## config.mk

```make
export PLATFORM = sky130hd
export DESIGN_NAME = wb_host_arbiter
export DESIGN_NICKNAME = d
export VERILOG_FILES = /design/src/rtl/wb_host_arbiter.sv
export SDC_FILE = /design/constraint.sdc
export NUM_CORES = 1
export LEC_CHECK = 0
export ABC_AREA = 1
export ABC_CLOCK_PERIOD_IN_PS = 3200
export CORE_AREA = 3 3 124 126
export CTS_CLUSTER_DIAMETER = 200
export CTS_CLUSTER_SIZE = 40
export DETAILED_ROUTE_END_ITERATION = 12
export DIE_AREA = 0 0 127 129
export PLACE_DENSITY = 0.66
export SYNTH_ARGS = -nofsm -noshare
export SYNTH_HDL_FRONTEND = slang
export SYNTH_SLANG_ARGS = --single-unit
```

## constraint.sdc

```tcl
create_clock -name wb_clk_i -period 3.2 [get_ports wb_clk_i]
set_clock_uncertainty 0.2 [all_clocks]
set_input_delay 0.48 -clock wb_clk_i [delete_from_list [all_inputs] [get_ports wb_clk_i]]
set_output_delay 0.48 -clock wb_clk_i [all_outputs]
set_load 0.01 [all_outputs]
```

## src/rtl/wb_host_arbiter.sv

```systemverilog
// Two-master Wishbone arbiter in front of a single slave bus, with fair alternation
// on contention and a watchdog that terminates strobes the slave never acknowledges.
module wb_host_arbiter #(
    parameter int unsigned TIMEOUT  = 255,
    parameter logic [31:0] ERR_DATA = 32'hDEAD_BEEF
) (
    input  logic        wb_clk_i,
    input  logic        wb_rst_n_i,

    input  logic        m0_cyc_i,
    input  logic        m0_stb_i,
    input  logic        m0_we_i,
    input  logic [3:0]  m0_sel_i,
    input  logic [31:0] m0_adr_i,
    input  logic [31:0] m0_dat_i,
    output logic        m0_ack_o,
    output logic [31:0] m0_dat_o,

    input  logic        m1_cyc_i,
    input  logic        m1_stb_i,
    input  logic        m1_we_i,
    input  logic [3:0]  m1_sel_i,
    input  logic [31:0] m1_adr_i,
    input  logic [31:0] m1_dat_i,
    output logic        m1_ack_o,
    output logic [31:0] m1_dat_o,

    output logic        s_cyc_o,
    output logic        s_stb_o,
    output logic        s_we_o,
    output logic [3:0]  s_sel_o,
    output logic [31:0] s_adr_o,
    output logic [31:0] s_dat_o,
    input  logic        s_ack_i,
    input  logic [31:0] s_dat_i,

    output logic [1:0]  grant_o,
    output logic        timeout_o
);

    localparam logic [9:0] TMO_LAST = 10'(TIMEOUT - 1);

    typedef enum logic [1:0] {
        IDLE = 2'd0,
        OWN0 = 2'd1,
        OWN1 = 2'd2
    } state_e;

    state_e     state_q, state_d;
    logic       lastOwner_q, lastOwner_d;
    logic [9:0] tmoCnt_q, tmoCnt_d;

    logic        own0, own1, owning;
    logic        tmoHit;
    logic        ownerAck;
    logic [31:0] ownerDat;

    always_ff @(posedge wb_clk_i or negedge wb_rst_n_i) begin
        if (!wb_rst_n_i) begin
            state_q     <= IDLE;
            lastOwner_q <= 1'b1;
            tmoCnt_q    <= '0;
        end else begin
            state_q     <= state_d;
            lastOwner_q <= lastOwner_d;
            tmoCnt_q    <= tmoCnt_d;
        end
    end

    // On contention the master that was not served last wins; lastOwner is recorded on release.
    always_comb begin
        state_d     = state_q;
        lastOwner_d = lastOwner_q;
        case (state_q)
            IDLE: begin
                if (m0_cyc_i && m1_cyc_i) begin
                    state_d = lastOwner_q ? OWN0 : OWN1;
                end else if (m0_cyc_i) begin
                    state_d = OWN0;
                end else if (m1_cyc_i) begin
                    state_d = OWN1;
                end
            end
            OWN0: begin
                if (!m0_cyc_i) begin
                    state_d     = IDLE;
                    lastOwner_d = 1'b0;
                end
            end
            OWN1: begin
                if (!m1_cyc_i) begin
                    state_d     = IDLE;
                    lastOwner_d = 1'b1;
                end
            end
            default: state_d = IDLE;
        endcase
    end

    assign own0    = (state_q == OWN0);
    assign own1    = (state_q == OWN1);
    assign owning  = own0 | own1;
    assign grant_o = {own1, own0};

    always_comb begin
        s_cyc_o = 1'b0;
        s_stb_o = 1'b0;
        s_we_o  = 1'b0;
        s_sel_o = '0;
        s_adr_o = '0;
        s_dat_o = '0;
        if (own0) begin
            s_cyc_o = m0_cyc_i;
            s_stb_o = m0_stb_i;
            s_we_o  = m0_we_i;
            s_sel_o = m0_sel_i;
            s_adr_o = m0_adr_i;
            s_dat_o = m0_dat_i;
        end else if (own1) begin
            s_cyc_o = m1_cyc_i;
            s_stb_o = m1_stb_i;
            s_we_o  = m1_we_i;
            s_sel_o = m1_sel_i;
            s_adr_o = m1_adr_i;
            s_dat_o = m1_dat_i;
        end
    end

    // A genuine slave ack in the final wait cycle takes priority over the forced termination.
    assign tmoHit    = owning && s_stb_o && !s_ack_i && (tmoCnt_q == TMO_LAST);
    assign timeout_o = tmoHit;
    assign ownerAck  = owning && (s_ack_i || tmoHit);
    assign ownerDat  = tmoHit ? ERR_DATA : s_dat_i;

    assign m0_ack_o = own0 && ownerAck;
    assign m1_ack_o = own1 && ownerAck;
    assign m0_dat_o = own0 ? ownerDat : '0;
    assign m1_dat_o = own1 ? ownerDat : '0;

    always_comb begin
        tmoCnt_d = tmoCnt_q + 10'd1;
        if (!owning || !s_stb_o || s_ack_i || tmoHit) begin
            tmoCnt_d = '0;
        end
    end

endmodule

```

==> results of run 1 <==
-- how the worst min path moves through the flow --
stage,cells past startpoint,start,slack [ns],to
after detailed placement,1,tmoCnt_q[0]$_DFF_PN0_,0.28,tmoCnt_q[0]$_DFF_PN0_
after global routing,1,tmoCnt_q[0]$_DFF_PN0_,0.31,tmoCnt_q[0]$_DFF_PN0_
after global placement,1,tmoCnt_q[0]$_DFF_PN0_,0.27,tmoCnt_q[0]$_DFF_PN0_
final,1,tmoCnt_q[0]$_DFF_PN0_,0.28,tmoCnt_q[0]$_DFF_PN0_
after CTS,1,tmoCnt_q[0]$_DFF_PN0_,0.29,tmoCnt_q[0]$_DFF_PN0_
after floorplan,0,wb_rst_n_i,-0.02,state_q[0]$_DFFE_PN0P_
-- sequential cells by signal, summed over array words and instances (netlist names) --
signal,cells
tmoCnt_q,10
state_q,2
lastOwner_q,1
-- per-stage QoR --
stage / setup TNS [ns] / instances / total power [mW] / hold WS, ns
global placement: 0 / 782 / 3.50 / 0.273
finish: 0 / 787 / 3.74 / 0.283
CTS: 0 / 786 / 3.78 / 0.288
global route: -0.0782 / 787 / 3.98 / 0.315
detailed placement: 0 / 782 / 3.53 / 0.282
floorplan: 0 / 302 / 1.59 / -0.0156
-- routing by layer --
layer | vias up | track usage
met3 | 15 | 0.0535
met1 | 1541 | 0.186
met2 | 208 | 0.273
met4 | 0 | 0.0379
met5 | - | 0
li1 | 1672 | -
-- cells by family after synthesis --
| logic type | Yosys count |
|---|---|
| compound gates | 130 |
| buf+inv | 80 |
| fa+ha+maj | 5 |
| flops | 13 |
| simple gates | 74 |
-- placed cells by master, fill, tap and decap left out --
cell type / n
nand3_4: 2
nor4_1: 1
nor2_8: 1
nor3_1: 20
dfstp_2: 1
ha_2: 1
dlymetal6s2s_1: 21
inv_2: 3
clkbuf_16: 3
buf_12: 3
o21bai_1: 2
nor2_1: 15
nand3_1: 5
nand2_2: 1
a22o_1: 69
a21oi_1: 31
clkbuf_1: 1
a21oi_2: 20
nand2_1: 23
ha_1: 3
ha_4: 1
o21ai_0: 7
nand3b_1: 1
inv_1: 48
dfrtp_1: 12
buf_4: 9
nand4_1: 2
clkdlybuf4s50_1: 293
nor2_4: 3
a31oi_1: 1
-- final cells by class --
class	count	area, um^2
well taps	184	230
clock buffers	4	78.8
repair buffers	326	3320
fillers	1445	8820
inverters	51	191
multi-input cells	209	1460
flip-flops and latches	13	327
-- where the power goes --
part | internal [mW] | leakage, nW | switching [mW]
registers | 0.189 | 0.176 | 0.0154
clock network | 0.168 | 0.0382 | 0.0720
logic | 1.75 | 2.34 | 1.54
total | 2.11 | 2.55 | 1.63
-- what timing repair did --
action | CTS | global route
buffers inserted | 0 | 1
resized for setup | 0 | 26
setup endpoints to repair | 0 | 52
==> flow_metrics.env, run 1 <==
export IMPL_status="complete, no violations"
export IMPL_max_clock_freq_ghz=0.322
export IMPL_cp_num_buf_inv=4
export IMPL_drive_gt1_frac=0.0796
export IMPL_r2r_end="tmoCnt_q[2]$_DFF_PN0_"
export IMPL_pre_cts_slack_ns=0.146
export IMPL_synth_commonest_cells="a22o_1 (69), inv_1 (48), a21oi_1 (31)"
export IMPL_crit_slowest_cell="clkdlybuf4s50_1"
export IMPL_holdBufCountCts=0
export IMPL_min_period_over_period=0.970
export IMPL_synth_distinct_cells=28
export IMPL_via_count=3436
export IMPL_p_leak_nw=2.55
export IMPL_fin_crit_ns=3.10
export IMPL_end_kind="primary output"
export IMPL_synth_area_per_cell_um2=6.90
export IMPL_synthAdderAreaFrac=0.0300
export IMPL_tightest_slew_ns=0.613
export IMPL_slew_viol_final=0
export IMPL_synth_area_top_cells="a22o_1 (29%), dfrtp_1 (14%), inv_1 (8.6%)"
export IMPL_num_antenna_cells=0
export IMPL_startpoint="state_q[0]$_DFFE_PN0P_"
export IMPL_synth_top_family_by_area="compound AO/OA/AOI/OAI gates"
export IMPL_root_buffer="clkbuf_16"
export IMPL_synth_ff_type="dfrtp_1"
export IMPL_place_gp_congestion=0.900
export IMPL_cp_depth=10
export IMPL_worstPathMaxFanout=48
export IMPL_crit_chain="inv_1 -> ha_2 -> nand2_1 -> nand2_1 -> nand3_4 -> nor2_8 -> inv_2 -> buf_12 -> a21oi_1 -> clkdlybuf4s50_1"
export IMPL_hold_viol_final=0
export IMPL_core_area_um2=14400
export IMPL_cp_endpoint="m0_dat_o[0]"
export IMPL_yosysTopAreaCellShare=0.290
export IMPL_numCtsBuffers=3
export IMPL_ff2ff_path_depth=8
export IMPL_die_x_um=127
export IMPL_via_per_inst=4.37
export IMPL_synth_nets=484
export IMPL_post_route_util=0.389
export IMPL_drt_initial_drc_count=148
export IMPL_irDropWorstVdd_mv=0.252
export IMPL_arrival_ns=2.42
export IMPL_synth_async_reset_ratio=1.00
export IMPL_start_util=0.145
export IMPL_clockBufferDepth=2
export IMPL_io_buffers=316
export IMPL_synth_compound_area_frac=0.475
export IMPL_place_area_um2=5440
export IMPL_cts_tree="yes"
export IMPL_netlist_instances=302
export IMPL_htreeDepth=1
export IMPL_cts_clk_slew_worst_paths_ns=0.04
export IMPL_grt_overflow_total=0
export IMPL_slew_headroom=0.590
export IMPL_grt_pass1_wl_mm=19.6
export IMPL_cp_slowest_stage_delay_ns=0.55
export IMPL_yosysSeqAreaShare=0.157
export IMPL_grt_start_max_net_pins=71
export IMPL_wl_met3_mm=1.48
export IMPL_min_path_type="reg -> reg"
export IMPL_grt_pass1_vias=3313
export IMPL_power_density_nw_per_um2=666
export IMPL_cap_viol_max_count=0
export IMPL_yosysWarnings=0
export IMPL_dp_final_hpwl_mm=12.2
export IMPL_r2r_slack_ns=1.25
export IMPL_synth_enable_flop_cells=0
export IMPL_synth_simple_area_share=0.176
export IMPL_rows=44
export IMPL_top_layer="met4"
export IMPL_routed_wl_mm=14.5
export IMPL_drc=0
export IMPL_post_route_cell_area_um2=5610
export IMPL_worst_setup_path_type="reg -> out"
export IMPL_synthMostInstantiatedCell="a22o_1"
export IMPL_firstDrtPassIters=4
export IMPL_nets=786
export IMPL_synthToLayoutAreaGrowth_pct=169
export IMPL_insertion_delay_ns=0.24
export IMPL_synth_mux_area_frac=0
export IMPL_synth_top_area_cell="a22o_1"
export IMPL_wl_met1_mm=5.53
export IMPL_cpMostUsedCell="nand2_1"
export IMPL_cp_start_kind="register"
export IMPL_worstReg2RegStart="state_q[0]$_DFFE_PN0P_"
export IMPL_die_h_um=129
export IMPL_path_delay_family="buffers and inverters"
export IMPL_wire_per_inst_um=18.4
export IMPL_setup_viol=0
export IMPL_track_usage=0.157
export IMPL_dieArea_um2=16400
export IMPL_cts_sink_count=13
export IMPL_drtAntennaViolNets=0
export IMPL_synth_seq_cells=13
export IMPL_setup_ws_ns=0.0971
export IMPL_boundaryPins=317
export IMPL_netlist_area_um2=2080
export IMPL_wl_met2_mm=7.16
export IMPL_antenna_found_initial=0
export IMPL_required_ns=2.52
export IMPL_synth_xor_area_frac=0
Note: power is estimated with default switching activity, not from simulation.
==> inputs of run 2 (changes only) <==
- RECOVER_POWER: unset -> 50
==> run 2 against run 1 <==
Effect of this change:
- sequential cell count is the same
- utilization shrank 0.88 points
- die area is the same
- first-iteration DRC count fell by 12%
- sequential power barely moved
- worst hold slack hardly changed
- final area is 2.3% lower
- total power decreased by 3.1%
- clock power barely moved
- count of clock-buffer cells in the layout stayed put
- critical endpoint unchanged
- largest power group unchanged
==> flow_metrics.env, run 2 (synthesis results as in run 1) <==
export IMPL_status="complete, no violations"
export IMPL_cts_sink_count=13
export IMPL_boundaryPins=317
export IMPL_layout_commonest_cell="clkdlybuf4s50_1"
export IMPL_cap_viol_max_count=0
export IMPL_numCtsBuffers=3
export IMPL_grt_pass1_vias=3313
export IMPL_end_kind="primary output"
export IMPL_worstPathMaxFanout=48
export IMPL_fin_crit_ns=3.10
export IMPL_r2r_end="tmoCnt_q[2]$_DFF_PN0_"
export IMPL_worstReg2RegStart="state_q[0]$_DFFE_PN0P_"
export IMPL_cp_slowest_stage_delay_ns=0.55
export IMPL_io_buffers=316
export IMPL_hold_viol_final=0
export IMPL_via_count=3448
export IMPL_slew_viol_final=0
export IMPL_htreeDepth=1
export IMPL_min_path_type="reg -> reg"
export IMPL_synthToLayoutAreaGrowth_pct=163
export IMPL_crit_slowest_cell="clkdlybuf4s50_1"
export IMPL_cts_clk_slew_worst_paths_ns=0.04
export IMPL_drc=0
export IMPL_rows=44
export IMPL_power_density_nw_per_um2=661
export IMPL_crit_chain="inv_1 -> ha_1 -> inv_1 -> nor2_4 -> nand3_4 -> nor2_8 -> inv_2 -> buf_12 -> a21oi_1 -> clkdlybuf4s50_1"
export IMPL_nets=786
export IMPL_cp_num_buf_inv=5
export IMPL_worst_setup_path_type="reg -> out"
export IMPL_irDropWorstVdd_mv=0.248
export IMPL_drive_gt1_frac=0.0779
export IMPL_die_x_um=127
export IMPL_top_regs="tmoCnt_q (10), state_q (2), lastOwner_q (1)"
export IMPL_via_per_inst=4.38
export IMPL_tightest_slew_ns=0.618
export IMPL_dieArea_um2=16400
export IMPL_startpoint="state_q[0]$_DFFE_PN0P_"
export IMPL_cp_depth=10
export IMPL_setup_ws_ns=0.102
export IMPL_drt_initial_drc_count=130
export IMPL_p_leak_nw=2.23
export IMPL_place_inst=782
export IMPL_core_area_um2=14400
export IMPL_path_delay_family="buffers and inverters"
export IMPL_fin_cells=787
export IMPL_routed_wl_mm=14.5
export IMPL_track_usage=0.157
export IMPL_regMostFlops="tmoCnt_q"
export IMPL_required_ns=2.52
export IMPL_root_buffer="clkbuf_16"
export IMPL_clockBufferDepth=2
export IMPL_start_util=0.145
export IMPL_arrival_ns=2.42
export IMPL_r2r_slack_ns=1.26
export IMPL_worst_hold_slack_ns=0.283
export IMPL_post_route_cell_area_um2=5480
export IMPL_max_clock_freq_ghz=0.323
export IMPL_num_antenna_cells=0
export IMPL_grt_start_max_net_pins=71
export IMPL_pre_cts_slack_ns=0.146
export IMPL_firstDrtPassIters=4
export IMPL_place_area_um2=5440
export IMPL_cp_endpoint="m0_dat_o[0]"
export IMPL_slew_headroom=0.587
export IMPL_cp_start_kind="register"
export IMPL_grt_pass1_wl_mm=19.6
export IMPL_layout_common_cells="clkdlybuf4s50_1 (262), a22o_1 (69), inv_1 (48), a21oi_1 (31), dlygate4sd3_1 (31)"
export IMPL_grt_overflow_total=0
export IMPL_cpMostUsedCell="inv_1"
export IMPL_min_period_over_period=0.968
export IMPL_drtAntennaViolNets=0
export IMPL_dp_final_hpwl_mm=12.2
export IMPL_insertion_delay_ns=0.24
export IMPL_p_total_mw=3.62
export IMPL_die_h_um=129
export IMPL_setup_viol=0
export IMPL_place_gp_congestion=0.900
export IMPL_antenna_found_initial=0
export IMPL_ff2ff_path_depth=8
export IMPL_largest_register_ffs=10
export IMPL_wire_per_inst_um=18.4
export IMPL_cts_tree="yes"
run 2: cell count changes in the layout (fill, tap and decap cells not counted), sizes merged:
cell / change
clkdlybuf4s50: -31
dlygate4sd3: +31
dlymetal6s2s: -21
clkbuf: +12
clkdlybuf4s25: +10
buf: -1
run 2: report_power, final:
part	switching (mW)	internal, mW
clock network	0.0720	0.168
logic	1.54	1.64
registers	0.0154	0.189
run 2: worst reg2reg max path, stage by stage, from the launching register on:
cell and delay (ns):
dfrtp_1 0.41, inv_1 0.11, ha_2 0.25, nand2_1 0.08, nand2_1 0.13, nand2_1 0.07, inv_1 0.09, nand3_1 0.29
nor3_1 0.24
run 2: worst min-delay path by stage:
stage,cells after the start,startpoint,slack [ns],end
4_1_cts,1,tmoCnt_q[0]$_DFF_PN0_,0.29,tmoCnt_q[0]$_DFF_PN0_
6_report,1,tmoCnt_q[0]$_DFF_PN0_,0.28,tmoCnt_q[0]$_DFF_PN0_
2_1_floorplan,0,wb_rst_n_i,-0.02,state_q[0]$_DFFE_PN0P_
3_3_place_gp,1,tmoCnt_q[0]$_DFF_PN0_,0.27,tmoCnt_q[0]$_DFF_PN0_
3_5_place_dp,1,tmoCnt_q[0]$_DFF_PN0_,0.28,tmoCnt_q[0]$_DFF_PN0_
5_1_grt,1,tmoCnt_q[0]$_DFF_PN0_,0.31,tmoCnt_q[0]$_DFF_PN0_
run 2: per-stage QoR:
| stage | setup TNS [ns] | utilization |
|---|---|---|
| detailed placement | 0 | 0.377 |
| global placement | 0 | 0.377 |
| finish | 0 | 0.380 |
| CTS | 0 | 0.383 |
| global route | -0.0612 | 0.380 |
| floorplan | 0 | - |
run 2: cell type report:
class                           count  area, um^2
Tap cell                          184         230
Inverter                           51         191
Fill cell                        1478        8940
Multi-Input combinational cell    209        1460
Timing Repair Buffer              326        3200
Sequential cell                    13         327
Clock buffer                        4        78.8
run 2: routing by layer:
layer / track usage / wire length, um / vias to the layer above
met2: 0.273 / 7140 / 220
met4: 0.0379 / 281 / 0
li1: - / - / 1674
met5: 0 / 0 / -
met3: 0.0535 / 1550 / 15
met1: 0.186 / 5470 / 1539
run 2: timing repair:
item,4_1_cts,5_1_grt
setup endpoints to repair,0,52
resized for setup,0,26
setup buffers,0,1
hold buffers,0,0
